[src/rtl/program_loader_if.sv]
//==============================================================================
// Module      : program_loader_if
// Description : Stream, core-load, run-control and status bundle of the loader.
// Revision    : 1.0
//==============================================================================
`default_nettype none

interface program_loader_if #(
    parameter int ADDR_W = 20
);
    logic              IN_VALID;
    logic              IN_READY;
    logic [31:0]       IN_DATA;
    logic              CLR;
    logic              CORE_OK;
    logic              LOAD_PROGRAM_CTRL;
    logic [ADDR_W-1:0] LOAD_PROGRAM_ADDR;
    logic [31:0]       LOAD_PROGRAM_DATA;
    logic              LOAD_DATA_CTRL;
    logic [ADDR_W-1:0] LOAD_DATA_ADDR;
    logic [31:0]       LOAD_DATA_DATA;
    logic              START;
    logic              DONE;
    logic              ERR;
    logic [1:0]        ERR_CODE;

    modport master (
        input  IN_VALID, IN_DATA, CLR, CORE_OK,
        output IN_READY,
        output LOAD_PROGRAM_CTRL, LOAD_PROGRAM_ADDR, LOAD_PROGRAM_DATA,
        output LOAD_DATA_CTRL, LOAD_DATA_ADDR, LOAD_DATA_DATA,
        output START, DONE, ERR, ERR_CODE
    );

    modport slave (
        output IN_VALID, IN_DATA, CLR, CORE_OK,
        input  IN_READY,
        input  LOAD_PROGRAM_CTRL, LOAD_PROGRAM_ADDR, LOAD_PROGRAM_DATA,
        input  LOAD_DATA_CTRL, LOAD_DATA_ADDR, LOAD_DATA_DATA,
        input  START, DONE, ERR, ERR_CODE
    );
endinterface

`default_nettype wire

[src/rtl/program_loader.sv]
//==============================================================================
// Module      : program_loader
// Description : Streams header/program/data words into core memories, then runs
//               the core and reports DONE or ERR. Optional trailer checksum via
//               macro PROGRAM_LOADER_CHECKSUM_EN.
// Revision    : 1.0
//==============================================================================
`default_nettype none

module program_loader #(
    parameter int ADDR_W         = 20,
    parameter int ADDR_STEP      = 1,
    parameter int MAX_WORDS      = 4096,
    parameter int TIMEOUT_CYCLES = 100000
) (
    input  logic             CLK,
    input  logic             RST,
    program_loader_if.master bus
);
    typedef enum logic [3:0] {
        S_IDLE   = 4'd0,
        S_HDR_P  = 4'd1,
        S_HDR_D  = 4'd2,
        S_LOAD_P = 4'd3,
        S_LOAD_D = 4'd4,
`ifdef PROGRAM_LOADER_CHECKSUM_EN
        S_CHK    = 4'd5,
`endif
        S_RUN    = 4'd6,
        S_DONE   = 4'd7,
        S_ERR    = 4'd8
    } state_t;

`ifdef PROGRAM_LOADER_CHECKSUM_EN
    localparam state_t S_POST = S_CHK;
`else
    localparam state_t S_POST = S_RUN;
`endif
    localparam logic [31:0]       C_MAX_WORDS = 32'(MAX_WORDS);
    localparam logic [31:0]       C_TIMEOUT   = 32'(TIMEOUT_CYCLES);
    localparam logic [ADDR_W-1:0] C_STEP      = ADDR_W'(ADDR_STEP);

    state_t            state_q, state_d;
    logic [ADDR_W-1:0] p_cnt_q, p_cnt_d, d_cnt_q, d_cnt_d, wcnt_q, wcnt_d;
    logic [ADDR_W-1:0] p_addr_q, p_addr_d, d_addr_q, d_addr_d;
    logic [31:0]       cyc_q, cyc_d;
    logic [1:0]        err_code_q, err_code_d;
    logic              pctrl_q, pctrl_d, dctrl_q, dctrl_d;
    logic [ADDR_W-1:0] pa_out_q, pa_out_d, da_out_q, da_out_d;
    logic [31:0]       pd_out_q, pd_out_d, dd_out_q, dd_out_d;
    logic [31:0]       csum_q, csum_d;
    logic              w_ready, w_xfer;
    logic [ADDR_W-1:0] w_hdr;

    assign w_ready = (state_q == S_HDR_P) || (state_q == S_HDR_D) ||
                     (state_q == S_LOAD_P) || (state_q == S_LOAD_D)
`ifdef PROGRAM_LOADER_CHECKSUM_EN
                     || (state_q == S_CHK)
`endif
                     ;
    assign w_xfer  = bus.IN_VALID & w_ready;
    assign w_hdr   = bus.IN_DATA[ADDR_W-1:0];

    always_comb begin
        state_d    = state_q;
        p_cnt_d    = p_cnt_q;
        d_cnt_d    = d_cnt_q;
        wcnt_d     = wcnt_q;
        p_addr_d   = p_addr_q;
        d_addr_d   = d_addr_q;
        cyc_d      = cyc_q;
        err_code_d = err_code_q;
        pctrl_d    = 1'b0;
        dctrl_d    = 1'b0;
        pa_out_d   = pa_out_q;
        da_out_d   = da_out_q;
        pd_out_d   = pd_out_q;
        dd_out_d   = dd_out_q;
        csum_d     = csum_q;
        case (state_q)
            S_IDLE: begin
                state_d    = S_HDR_P;
                p_cnt_d    = '0;
                d_cnt_d    = '0;
                wcnt_d     = '0;
                p_addr_d   = '0;
                d_addr_d   = '0;
                cyc_d      = '0;
                err_code_d = 2'd0;
                csum_d     = '0;
            end
            S_HDR_P: if (w_xfer) begin
                p_cnt_d = w_hdr;
                state_d = S_HDR_D;
            end
            S_HDR_D: if (w_xfer) begin
                d_cnt_d = w_hdr;
                if (32'(p_cnt_q) > C_MAX_WORDS || 32'(w_hdr) > C_MAX_WORDS) begin
                    state_d    = S_ERR;
                    err_code_d = 2'd1;
                end else if (p_cnt_q != '0) begin
                    state_d = S_LOAD_P;
                end else if (w_hdr != '0) begin
                    state_d = S_LOAD_D;
                end else begin
                    state_d = S_POST;
                end
            end
            S_LOAD_P: if (w_xfer) begin
                pctrl_d  = 1'b1;
                pa_out_d = p_addr_q;
                pd_out_d = bus.IN_DATA;
                p_addr_d = p_addr_q + C_STEP;
                csum_d   = csum_q ^ bus.IN_DATA;
                if (wcnt_q + 1'b1 == p_cnt_q) begin
                    wcnt_d  = '0;
                    state_d = (d_cnt_q != '0) ? S_LOAD_D : S_POST;
                end else begin
                    wcnt_d = wcnt_q + 1'b1;
                end
            end
            S_LOAD_D: if (w_xfer) begin
                dctrl_d  = 1'b1;
                da_out_d = d_addr_q;
                dd_out_d = bus.IN_DATA;
                d_addr_d = d_addr_q + C_STEP;
                csum_d   = csum_q ^ bus.IN_DATA;
                if (wcnt_q + 1'b1 == d_cnt_q) begin
                    wcnt_d  = '0;
                    state_d = S_POST;
                end else begin
                    wcnt_d = wcnt_q + 1'b1;
                end
            end
`ifdef PROGRAM_LOADER_CHECKSUM_EN
            S_CHK: if (w_xfer) begin
                if (bus.IN_DATA == csum_q) begin
                    state_d = S_RUN;
                end else begin
                    state_d    = S_ERR;
                    err_code_d = 2'd3;
                end
            end
`endif
            S_RUN: begin
                cyc_d = cyc_q + 32'd1;
                // Completion takes priority over a timeout landing in the same cycle
                if (bus.CORE_OK) begin
                    state_d = S_DONE;
                end else if (C_TIMEOUT != 32'd0 && (cyc_q + 32'd1) >= C_TIMEOUT) begin
                    state_d    = S_ERR;
                    err_code_d = 2'd2;
                end
            end
            S_DONE, S_ERR: if (bus.CLR) begin
                state_d    = S_IDLE;
                err_code_d = 2'd0;
            end
            default: state_d = S_IDLE;
        endcase
    end

    always_ff @(posedge CLK or posedge RST) begin
        if (RST) begin
            state_q    <= S_IDLE;
            p_cnt_q    <= '0;
            d_cnt_q    <= '0;
            wcnt_q     <= '0;
            p_addr_q   <= '0;
            d_addr_q   <= '0;
            cyc_q      <= '0;
            err_code_q <= 2'd0;
            pctrl_q    <= 1'b0;
            dctrl_q    <= 1'b0;
            pa_out_q   <= '0;
            da_out_q   <= '0;
            pd_out_q   <= '0;
            dd_out_q   <= '0;
            csum_q     <= '0;
        end else begin
            state_q    <= state_d;
            p_cnt_q    <= p_cnt_d;
            d_cnt_q    <= d_cnt_d;
            wcnt_q     <= wcnt_d;
            p_addr_q   <= p_addr_d;
            d_addr_q   <= d_addr_d;
            cyc_q      <= cyc_d;
            err_code_q <= err_code_d;
            pctrl_q    <= pctrl_d;
            dctrl_q    <= dctrl_d;
            pa_out_q   <= pa_out_d;
            da_out_q   <= da_out_d;
            pd_out_q   <= pd_out_d;
            dd_out_q   <= dd_out_d;
            csum_q     <= csum_d;
        end
    end

    assign bus.IN_READY          = w_ready;
    assign bus.LOAD_PROGRAM_CTRL = pctrl_q;
    assign bus.LOAD_PROGRAM_ADDR = pa_out_q;
    assign bus.LOAD_PROGRAM_DATA = pd_out_q;
    assign bus.LOAD_DATA_CTRL    = dctrl_q;
    assign bus.LOAD_DATA_ADDR    = da_out_q;
    assign bus.LOAD_DATA_DATA    = dd_out_q;
    // The final write strobe trails the last transfer by a cycle; hold START off until it clears
    assign bus.START             = (state_q == S_RUN) & ~pctrl_q & ~dctrl_q;
    assign bus.DONE              = (state_q == S_DONE);
    assign bus.ERR               = (state_q == S_ERR);
    assign bus.ERR_CODE          = err_code_q;
endmodule

`default_nettype wire
[src/flat_wrapper.sv]
// flat-port wrapper written by rule: the top's interface ports become plain ports
module program_loader_flat 
#(
    parameter int ADDR_W         = 20,
    parameter int ADDR_STEP      = 1,
    parameter int MAX_WORDS      = 4096,
    parameter int TIMEOUT_CYCLES = 100000
)
  (CLK, RST, bus_IN_VALID, bus_IN_DATA, bus_CLR, bus_CORE_OK, bus_IN_READY, bus_LOAD_PROGRAM_CTRL, bus_LOAD_PROGRAM_ADDR, bus_LOAD_PROGRAM_DATA, bus_LOAD_DATA_CTRL, bus_LOAD_DATA_ADDR, bus_LOAD_DATA_DATA, bus_START, bus_DONE, bus_ERR, bus_ERR_CODE);
  program_loader_if #(.ADDR_W(ADDR_W)) bus_i ();
  input  logic CLK;
  input  logic RST;
  input wire logic [$bits(bus_i.IN_VALID)-1:0] bus_IN_VALID;
  input wire logic [$bits(bus_i.IN_DATA)-1:0] bus_IN_DATA;
  input wire logic [$bits(bus_i.CLR)-1:0] bus_CLR;
  input wire logic [$bits(bus_i.CORE_OK)-1:0] bus_CORE_OK;
  output wire logic [$bits(bus_i.IN_READY)-1:0] bus_IN_READY;
  output wire logic [$bits(bus_i.LOAD_PROGRAM_CTRL)-1:0] bus_LOAD_PROGRAM_CTRL;
  output wire logic [$bits(bus_i.LOAD_PROGRAM_ADDR)-1:0] bus_LOAD_PROGRAM_ADDR;
  output wire logic [$bits(bus_i.LOAD_PROGRAM_DATA)-1:0] bus_LOAD_PROGRAM_DATA;
  output wire logic [$bits(bus_i.LOAD_DATA_CTRL)-1:0] bus_LOAD_DATA_CTRL;
  output wire logic [$bits(bus_i.LOAD_DATA_ADDR)-1:0] bus_LOAD_DATA_ADDR;
  output wire logic [$bits(bus_i.LOAD_DATA_DATA)-1:0] bus_LOAD_DATA_DATA;
  output wire logic [$bits(bus_i.START)-1:0] bus_START;
  output wire logic [$bits(bus_i.DONE)-1:0] bus_DONE;
  output wire logic [$bits(bus_i.ERR)-1:0] bus_ERR;
  output wire logic [$bits(bus_i.ERR_CODE)-1:0] bus_ERR_CODE;
  assign bus_i.IN_VALID = bus_IN_VALID;
  assign bus_i.IN_DATA = bus_IN_DATA;
  assign bus_i.CLR = bus_CLR;
  assign bus_i.CORE_OK = bus_CORE_OK;
  assign bus_IN_READY = bus_i.IN_READY;
  assign bus_LOAD_PROGRAM_CTRL = bus_i.LOAD_PROGRAM_CTRL;
  assign bus_LOAD_PROGRAM_ADDR = bus_i.LOAD_PROGRAM_ADDR;
  assign bus_LOAD_PROGRAM_DATA = bus_i.LOAD_PROGRAM_DATA;
  assign bus_LOAD_DATA_CTRL = bus_i.LOAD_DATA_CTRL;
  assign bus_LOAD_DATA_ADDR = bus_i.LOAD_DATA_ADDR;
  assign bus_LOAD_DATA_DATA = bus_i.LOAD_DATA_DATA;
  assign bus_START = bus_i.START;
  assign bus_DONE = bus_i.DONE;
  assign bus_ERR = bus_i.ERR;
  assign bus_ERR_CODE = bus_i.ERR_CODE;
  program_loader #(.ADDR_W(ADDR_W), .ADDR_STEP(ADDR_STEP), .MAX_WORDS(MAX_WORDS), .TIMEOUT_CYCLES(TIMEOUT_CYCLES)) u_core (.CLK(CLK), .RST(RST), .bus(bus_i));
endmodule
[config.mk]
export PLATFORM = sky130hd
export DESIGN_NAME = program_loader_flat
export DESIGN_NICKNAME = d
export VERILOG_FILES = /design/src/rtl/program_loader_if.sv /design/src/rtl/program_loader.sv /design/src/flat_wrapper.sv
export SDC_FILE = /design/constraint.sdc
export NUM_CORES = 1
export LEC_CHECK = 0
export BUFFER_PORTS_ARGS = -buffer_cell sky130_fd_sc_hd__buf_2
export CAP_MARGIN = 25
export CORE_ASPECT_RATIO = 0.8
export CORE_UTILIZATION = 55
export CTS_CLUSTER_DIAMETER = 40
export CTS_CLUSTER_SIZE = 20
export DETAILED_ROUTE_END_ITERATION = 6
export GPL_TIMING_DRIVEN = 1
export PLACE_DENSITY = 0.85
export SLEW_MARGIN = 20
export SYNTH_ARGS = -nofsm -noshare
export SYNTH_HDL_FRONTEND = slang
export SYNTH_SLANG_ARGS = --single-unit
[constraint.sdc]
create_clock -name CLK -period 9.5 [get_ports CLK]
set_clock_uncertainty 0.15 [all_clocks]
set_input_delay 0.475 -clock CLK [delete_from_list [all_inputs] [get_ports CLK]]
set_output_delay 0.475 -clock CLK [all_outputs]
set_load 0.02 [all_outputs]
==> results.md, run 1 <==
* Status: finished clean
* CP required at 9.82 ns
* Total wire length at 34900 µm
* Endpoint class of the critical path: register
* Post-synthesis async set-or-reset flop share at 100%
* Worst hold endpoint: u_core.bus.LOAD_DATA_DATA[7]
* Reg2reg end: u_core.wcnt_q[2]
* I/O pin cnt at 149
* Clk slew on worst S/H paths at 0.07 ns
* CP max FO at 31
* Synth Flop Type: dfrtp_1
* Mapped Cells at 1343
* Die area at 23400 µm²
* Gr usage total at 30.3%
* Mapped Nets at 1384
* WHS Path Cells at 3
* Vias in the first global route at 10500
* Reg2Reg Depth at 10
* Worst r2r src: u_core.wcnt_q[0]
* Hold Startpoint: bus_IN_DATA[7]
* Area share of the largest cell type after synthesis at 48.7%
* Worst-Margin Slew at 0.952 ns
* CP arrival at 4.48 ns
* Main area contributors after synthesis: dfrtp_1, nand2_1, mux2_2, o21ai_0, xnor2_1
* Num CTS Buffers at 28
* Max-cap viol count at 0
* Via density at 6.12
* Max-slew violations at 0
* Final setup vio count at 0
* Clock Tree Buf Depth at 3
* Grt total ovfl at 0
* First-pass GRT wire length at 55800 µm
* Distinct cells, synth at a little over 80
* Post-DP HPWL at roughly 23000 µm
* EDFF count, synth at 0
* Root Buffer: clkbuf_16
* # resized after CTS at 0
* Buffers added on ports at 148
* RSZ-0062 raised after global routing: no
* CP Launch Type: register
* FMAX at about 240 MHz
* TritonCTS clock tree: done
* Drt drc at 0
* Post-Syn Area at 12500 µm²
* Setup_tns at 0 ns
* Die H at approximately 140 µm
* WL/cell at 19.5 µm
* Synthesized flop and latch total at about 240
* Std-Cell Rows at between 40 and 50
* Routed vias at about 11000
* Warnings, synthesis at 0
* VDD IR max at a little under 0.2 mV
* Largest net degree at the start of global routing at 87
* Antenna-violating nets left at 0
* Clk sinks at approximately 240
* Headroom to the max-slew limit at 36.5%
* Final hold vios at 0
* Syn-to-layout area delta at 16.7%
* Placed cells at about 1700
* Nets at 1504
* Layout cells sized above 1 at 20.7%
* Seq/Total Area, Yosys at 48.7%
* Static Leak at 0.00687 µW
* Most common cell after layout, fill and taps aside: nand2_1
* Syn Area/Cell at 9.34 µm²
* Die X at 171 µm
* CORE AREA at 22400 µm²
* Drt initial violations at 1094
* Fillers at 1786
* Post-CTS Setup Repair Bufs at 0
* Fin crit period at 4.16 ns
* Worst hold path class: input port to register
* R2R Setup Slk at 5.34 ns
* Starting density of the core at 55.9%
* Most frequent cells in the layout: nand2_1, dfrtp_1, buf_2, o21ai_0, nor2_1
* WS Path Type: register to register
* Antenna Cells at 0
* Post-CTS Hold Buffers at 13
* Initial antenna violation count at 0
* CTS H-tree depth at 1
* Synth area leader: dfrtp_1
* Final worst-path cycle share at 43.8%
* Final estimated routing congestion in global placement at 0.996
* Clk Latency, worst-skew pair at 0.56 ns
* Power per cell area at 274 nW/µm²
* Non-filler cells, final at 1791
* First drt pass iteration count at 6
[worst max-delay path: stages, from the launching register on]
cell and delay [ns]:
dfrtp_1 0.53, ha_1 0.40, nand3_1 0.50, nor4_2 0.62
and3_1 0.22, a2111oi_0 0.06, and4bb_2 0.28, and4_1 0.21
o22ai_4 0.66, a21oi_1 0.19, o21ba_2 0.27
[per-stage QoR]
| stage | area [µm²] | power (µW) | hold WS, ns | setup slack [ns] | utilization, % |
|---|---|---|---|---|---|
| 6_report | 14600 | 4020 | 0.0724 | 5.34 | 65.2 |
| 5_1_grt | 14600 | 4210 | 0.0723 | 5.01 | 65.2 |
| 4_1_cts | 14600 | 3990 | 0.0559 | 5.41 | 64.9 |
| 3_5_place_dp | 13400 | 2830 | 0.307 | 5.50 | 59.8 |
| 3_3_place_gp | 13400 | 2790 | 0.303 | 5.24 | 59.8 |
| 2_1_floorplan | 12500 | 2360 | 0.308 | 2.17 | - |
[cell families (layout without fill, tap and decap cells)]
group,Yosys count,after routing,share of synthesized area [%]
flops,244,244,48.7
mux,58,58,5.20
compound gates,273,273,13.9
xor+xnor,76,76,5.64
fa+ha+maj,4,4,0.399
simple gates,579,579,22.6
buf+inv,109,251,3.63
[layer usage]
layer | vias to the layer above | share of wire, % | global-route usage, %
li1 | 5007 | - | -
met1 | 5338 | 43 | 42.2
met2 | 518 | 46 | 47.7
met3 | 90 | 8.4 | 5.67
met4 | 0 | 3.2 | 10.1
met5 | - | 0 | 0
[registers in the layout (all words and copies together) (netlist names)]
signal,count
u_core.cyc_q,32
u_core.bus.LOAD_DATA_ADDR,20
u_core.bus.ERR_CODE,2
u_core.d_addr_q,20
u_core.bus.LOAD_DATA_CTRL,1
u_core.wcnt_q,20
u_core.d_cnt_q,20
u_core.bus.LOAD_PROGRAM_CTRL,1
u_core.state_q,4
u_core.bus.LOAD_DATA_DATA,32
u_core.p_addr_q,20
u_core.bus.LOAD_PROGRAM_ADDR,20
u_core.p_cnt_q,20
u_core.bus.LOAD_PROGRAM_DATA,32
[worst max path at each step]
| stage | end | cells past startpoint | start | slack (ns) |
|---|---|---|---|---|
| finish | u_core.wcnt_q[2] | 10 | u_core.wcnt_q[0] | 5.34 |
| global route | u_core.wcnt_q[2] | 10 | u_core.wcnt_q[0] | 5.01 |
| CTS | u_core.wcnt_q[2] | 10 | u_core.wcnt_q[0] | 5.41 |
| detailed placement | u_core.wcnt_q[16] | 10 | u_core.wcnt_q[0] | 5.50 |
| global placement | u_core.wcnt_q[16] | 10 | u_core.wcnt_q[0] | 5.24 |
| floorplan | u_core.bus.ERR_CODE[0] | 1 | RST | 2.17 |
[Yosys cell counts (all sizes together), types with 4 or more instances]
cell and count:
and2 10, nor4 32, mux2 57, nand3 49, a21oi 47, ha 4, dfrtp 244, or2 5
a31oi 24, or3 15, and3 16, a21o 5, xor2 32, nand2b 14, clkbuf 54, nand4 30
o31ai 14, o21ai 106, nor2 89, or4 4, nand3b 4, nor3 26, inv 24, a22oi 4
xnor2 41, nand2 262, and4 9, buf 31, a22o 28
[where the power goes]
part           internal (µW)  leakage [µW]  total (µW)  switching (µW)
sequential              1270       0.00332        1490             227
combinational            492       0.00305        1370             877
clock                    645      0.000492        1150             509
total                   2400       0.00687        4020            1610
[area by class of cell]
cell class              count  area (µm²)  area share, %
inverters                  24        97.6          0.667
repair buffers            175        1020           6.94
clock buffers              30         728           4.98
well taps                 306         383           2.62
clock inverters            22         292           1.99
flip-flops and latches    244        6110           41.7
multi-input cells         990        6010           41.1
Power figures use the tool's default switching activity.
==> run 2: changes to the inputs <==
CORE_UTILIZATION = 53   (was 55)
PLACE_DENSITY = 0.86   (was 0.85)
clock period = 3.8 ns   (was 9.5 ns; I/O delays follow)
==> run 2 against run 1 <==
Net effect: fmax is 18% higher; first-iteration DRC count is 2.0% higher; combinational power grew to 2.6 times the previous value; power is 150% higher; die area is 3.7% higher; largest power group unchanged; register-to-register slack worse by 5.1 ns; via count is 1.7% higher; non-clock buffer count is 38 higher; wire length is 1.0% higher.
==> results.md, run 2 (same netlist as run 1, synthesis figures left out) <==
* Status: finished clean
* CP required at 4.08 ns
* Pre-CTS setup slack at 0.387 ns
* Worst hold endpoint: u_core.state_q[2]
* Initial antenna violation count at 1
* Drt initial violations at roughly 1100
* Syn-to-layout area delta at 18.9%
* Worst-Margin Slew at 0.959 ns
* CP Launch Type: register
* Die X at 174 µm
* Vias in the first global route at 10700
* Post-CTS Setup Repair Bufs at 0
* Clk sinks at 244
* Clk Latency, worst-skew pair at 0.55 ns
* Final worst-path cycle share at 92.8%
* Final core occ at 65.2%
* Most common cell after layout, fill and taps aside: nand2_1
* Largest net degree at the start of global routing at 139
* Setup_tns at 0 ns
* Headroom to the max-slew limit at between 30% and 40%
* Max-slew violations at 0
* Max-cap viol count at 0
* Drt drc at 0
* Fillers at 1750
* Buffers added on ports at between 100 and 150
* CTS H-tree depth at 1
* I/O pin cnt at 149
* RSZ-0062 raised after global routing: no
* Final setup vio count at 0
* WHS Path Cells at 5
* Grt total ovfl at 0
* Fin crit period at ~3.5 ns
* WS Path Type: register to register
* CP Launch Point: u_core.wcnt_q[2]
* Worst r2r src: u_core.wcnt_q[2]
* Antenna-violating nets left at 0
* Clock Tree Buf Depth at 3
* Root Buffer: clkbuf_16
* Total wire length at 35200 µm
* Via density at roughly 6.1
* Reg2Reg Depth at 10
* TritonCTS clock tree: done
* Register area at 6110 µm²
* Static Leak at 0.00703 µW
* PnR worst setup slack at 0.275 ns
* Num CTS Buffers at 28
* Gr usage total at 29.1%
* First drt pass iteration count at 5
* Starting density of the core at 54.8%
* Post-DP HPWL at about 24000 µm
* Final hold vios at 0
* Nets at around 1500
* Hold Startpoint: bus_CLR
* Multi-input combinational cell area at 6010 µm²
* Reg2reg end: u_core.wcnt_q[5]
* Layout cells sized above 1 at between 20% and 30%
* WL/cell at 19.3 µm
* Total Power at 10000 µW
* Most frequent cells in the layout: nand2_1, dfrtp_1, buf_2, o21ai_0, nor2_1
* CP arrival at 3.81 ns
* Endpoint class of the critical path: register
* First-pass GRT wire length at ~57000 µm
* Power per cell area at 673 nW/µm²
* CP max FO at 31
* Die H at 140 µm
* Clk slew on worst S/H paths at ~0.070 ns
* FMAX at 284 MHz
* Std-Cell Rows at 49
* VDD IR max at 0.604 mV
* Die area at around 24000 µm²
* Worst hold path class: input port to register
* CORE AREA at 22900 µm²
* R2R Setup Slk at about 0.28 ns
* Routed vias at 11100
* Final estimated routing congestion in global placement at 0.997
## run 2: through the flow
| stage | area (µm²) | hold WS, ns | std cells |
|---|---|---|---|
| CTS | 14900 | 0.0641 | 1828 |
| global route | 14900 | 0.145 | 1830 |
| floorplan | 12500 | 0.145 | 1343 |
| detailed placement | 13600 | 0.250 | 1741 |
| finish | 14900 | 0.0883 | 1830 |
| global placement | 13600 | 0.243 | 1741 |
## run 2: worst max-delay path: stages (launching register included)
cell and delay (ns):
dfrtp_1 0.60, nand3_1 0.38, buf_4 0.28, nor3_1 0.27, mux2_2 0.41, nor4_1 0.33
and4_1 0.27, o22ai_2 0.08, buf_4 0.25, a21o_1 0.21, a22o_1 0.17
## run 2: power by group
part	switching (µW)	total (µW)	internal (µW)
logic	2270	3530	1260
clock network	1240	2780	1530
registers	562	3730	3170
## run 2: final cells by class
class,instances,share of cell area [%]
antenna,1,0.0168
clock buffer,30,4.89
clock inverter,22,1.62
inverter,24,0.630
multi-input combinational,990,40.3
sequential,244,41.0
tap,306,2.57
timing repair buffer,213,9.00
## run 2: how the worst max path moves through the flow
| stage | endpoint | slack, ns | depth (start not counted) |
|---|---|---|---|
| floorplan | u_core.bus.ERR_CODE[0] | 0.26 | 1 |
| global placement | u_core.wcnt_q[5] | 0.39 | 11 |
| detailed placement | u_core.wcnt_q[5] | 0.39 | 10 |
| CTS | u_core.wcnt_q[5] | 0.39 | 10 |
| global route | u_core.state_q[0] | 0.05 | 9 |
| finish | u_core.wcnt_q[5] | 0.28 | 10 |
## run 2: what timing repair did
action                                 in CTS  in global routing
resized for setup                           0                  1
endpoints found under the hold margin     352                  0
setup endpoints to repair                   0                  1
hold buffers                               35                  0
## run 2: routing by layer
metal	vias up	GRT usage (%)	wire length (µm)
li1	5072	-	-
met1	5415	40.2	14900
met2	560	46.8	16500
met3	94	5.44	2900
met4	0	9.10	1020
met5	-	0	0
==> run 3: changes to the inputs <==
ABC_AREA = 1   (was not set)
==> run 3 against run 2 <==
Net effect: area after synthesis is 2.7% lower; fmax is 18% higher; critical endpoint is now u_core.p_cnt_q[18]; hold slack worse by 0.012 ns; register-to-register slack gained 0.54 ns; largest power group unchanged; non-clock buffer count down 19.
==> results.md, run 3 <==
* Post-synthesis async set-or-reset flop share at 100%
* WL/cell at 17.1 µm
* CORE AREA at around 23000 µm²
* Setup_tns at 0 ns
* Mapped Nets at 1600
* Num CTS Buffers at 30
* Buffers added on ports at ~150
* Largest net degree at the start of global routing at 91
* Total wire length at 35300 µm
* Post-CTS Hold Buffers at 35
* Grt total ovfl at 0
* Root Buffer: clkbuf_16
* Static Leak at around 0.007 µW
* R2R Setup Slk at 0.81 ns
* Multi-input combinational cell area at 5140 µm²
* CTS H-tree depth at 1
* VDD IR max at 0.414 mV
* Seq/Total Area, Yosys at 50.0%
* Most frequent cells in the layout: nand2_1, dfrtp_1, inv_1, o21ai_0, buf_2
* Main area contributors after synthesis: dfrtp_1, nand2_1, o21ai_0, inv_1, nand3_1
* Synthesized flop and latch total at approximately 240
* Top post-synthesis cells by count: nand2_1, dfrtp_1, inv_1
* Post-CTS Setup Repair Bufs at 0
* WS Path Type: register to register
* Final setup vio count at 0
* Post-Syn Area at between 10000 and 15000 µm²
* Std-Cell Rows at 49
* Max-cap viol count at 0
* Crit. path cell count at 9
* Initial antenna violation count at 0
* Mapped Cells at ~1600
* Cell Chain, Critical Path: nor2_1 > inv_1 > nor2_1 > buf_4 > inv_1 > o21ai_2 > buf_4 > nand3_1 > o21ai_0
* Warnings, synthesis at 0
* Max incr delay on CP at 0.47 ns
* Clk slew on worst S/H paths at 0.07 ns
* CP Launch Type: register
* Synth Flop Type: dfrtp_1
* Drt drc at 0
* Most frequent cell after synthesis: nand2_1
* First drt pass iteration count at 6
* Worst path bufs/invs at 4
* Worst hold path class: input port to asynchronous set/reset pin
* Routed vias at 11700
* Clk sinks at 244
* Nets at 1783
* FMAX at 335 MHz
* First-pass GRT wire length at 56400 µm
* Status: finished clean
* Max-slew violations at 0
* Worst path slowest cell: o21ai_2
* Antenna Cells at 0
* TritonCTS clock tree: done
* Layout cells sized above 1 at 15.0%
* Synth area leader: dfrtp_1
* # resized after CTS at 0
* CP max FO at 25
* Reg2Reg Depth at 9
* Headroom to the max-slew limit at between 30% and 40%
* Worst-Margin Slew at 0.990 ns
* Final estimated routing congestion in global placement at between 0.9 and 1
* Reg2reg end: u_core.p_cnt_q[18]
* Starting density of the core at 54.2%
* Syn-to-layout area delta at 20.1%
* Most common cell after layout, fill and taps aside: nand2_1
* Area share of the largest cell type after synthesis at 50.0%
* Antenna-violating nets left at 0
* Power per cell area at about 660 nW/µm²
* Post-DP HPWL at roughly 25000 µm
* Via density at 5.63
* Worst Setup EP: u_core.p_cnt_q[18]
* Final hold vios at 0
* Worst r2r src: u_core.state_q[3]
* Endpoint class of the critical path: register
* Total Power at 9710 µW
* Gr usage total at ~30%
* Final worst-path cycle share at 78.6%
* Area after DPL at 13300 µm²
* Die area at 23600 µm²
* Drt initial violations at 1306
* Register area at 6110 µm²
* Die X at between 150 and 200 µm
* CP top delay family: buffers and inverters
* I/O pin cnt at 149
* Distinct cells, synth at 46
* Syn Area/Cell at a little under 8 µm²
* Die H at 138 µm
* CP arrival at 3.28 ns
* EDFF count, synth at 0
* Fillers at 1836
* Post-route cell area at approximately 15000 µm²
* Clock Tree Buf Depth at 3
* RSZ-0062 raised after global routing: no
* CP required at approximately 4.1 ns
* Fin crit period at ~3 ns
* Clk Latency, worst-skew pair at between 0.5 and 0.6 ns
* Vias in the first global route at 11000
* CP Launch Point: u_core.state_q[3]
==> run 3: changes by cell type after synthesis, moves of 51 or more <==
cell,before,now
inv_1,22,203
nand2_1,261,421
nand3_1,47,129
mux2_2,54,0
o21ai_0,106,157
==> run 3: routing by layer <==
layer  GRT usage [%]  vias to the layer above  wire [µm]
met5               0                        -          0
met4            10.8                        0       1050
met3            6.75                       91       3110
met2            45.7                      567      15800
met1            43.3                     5547      15400
li1                -                     5462          -
==> run 3: report_power, final <==
part / leakage [µW] / internal (µW) / switching [µW]
Combinational: 0.00336 / 956 / 2330
Sequential: 0.00330 / 3180 / 369
Clock: 0.000492 / 1570 / 1300
Total: 0.00715 / 5710 / 4000
==> run 3: through the flow <==
stage / setup WS [ns] / util (%) / std cells / hold WS [ns]
finish: 0.812 / 65.1 / 2072 / 0.0765
global route: 0.548 / 65.1 / 2072 / 0.124
CTS: 0.895 / 65.1 / 2072 / 0.0806
detailed placement: 0.898 / 59.0 / 1981 / 0.0893
global placement: 1.03 / 59.0 / 1981 / 0.0852
floorplan: 0.256 / - / 1559 / 0.187
==> run 3: worst min path at each step <==
stage | startpoint | endpoint | slack [ns] | depth (start not counted)
after floorplan | bus_IN_DATA[0] | u_core.p_cnt_q[0] | 0.19 | 2
after global placement | RST | u_core.d_cnt_q[9] | 0.09 | 2
after detailed placement | RST | u_core.d_cnt_q[9] | 0.09 | 2
after CTS | RST | u_core.d_cnt_q[10] | 0.08 | 3
after global routing | RST | u_core.d_cnt_q[10] | 0.12 | 3
final | RST | u_core.bus.LOAD_PROGRAM_DATA[15] | 0.08 | 3
==> run 3: final cells by class <==
type / instances / area share (%)
clock buffer: 32 / 5.32
multi-input combinational: 1064 / 35.1
clock inverter: 24 / 1.69
tap: 306 / 2.61
inverter: 208 / 5.35
timing repair buffer: 194 / 8.27
sequential: 244 / 41.7
==> run 3: logic make-up after synthesis <==
logic type | share of synthesized area, %
adders and majority gates | 0.410
DFF | 50.0
buffers and inverters | 7.91
xor gates and xnor gates | 1.08
AOI/OAI and AO/OA | 12.8
and+or+nand+nor | 27.8
==> run 3: worst min-delay path, delay by kind of cell <==
kind / cells / cell delay [ns]
buffers and inverters: 3 / 1.01
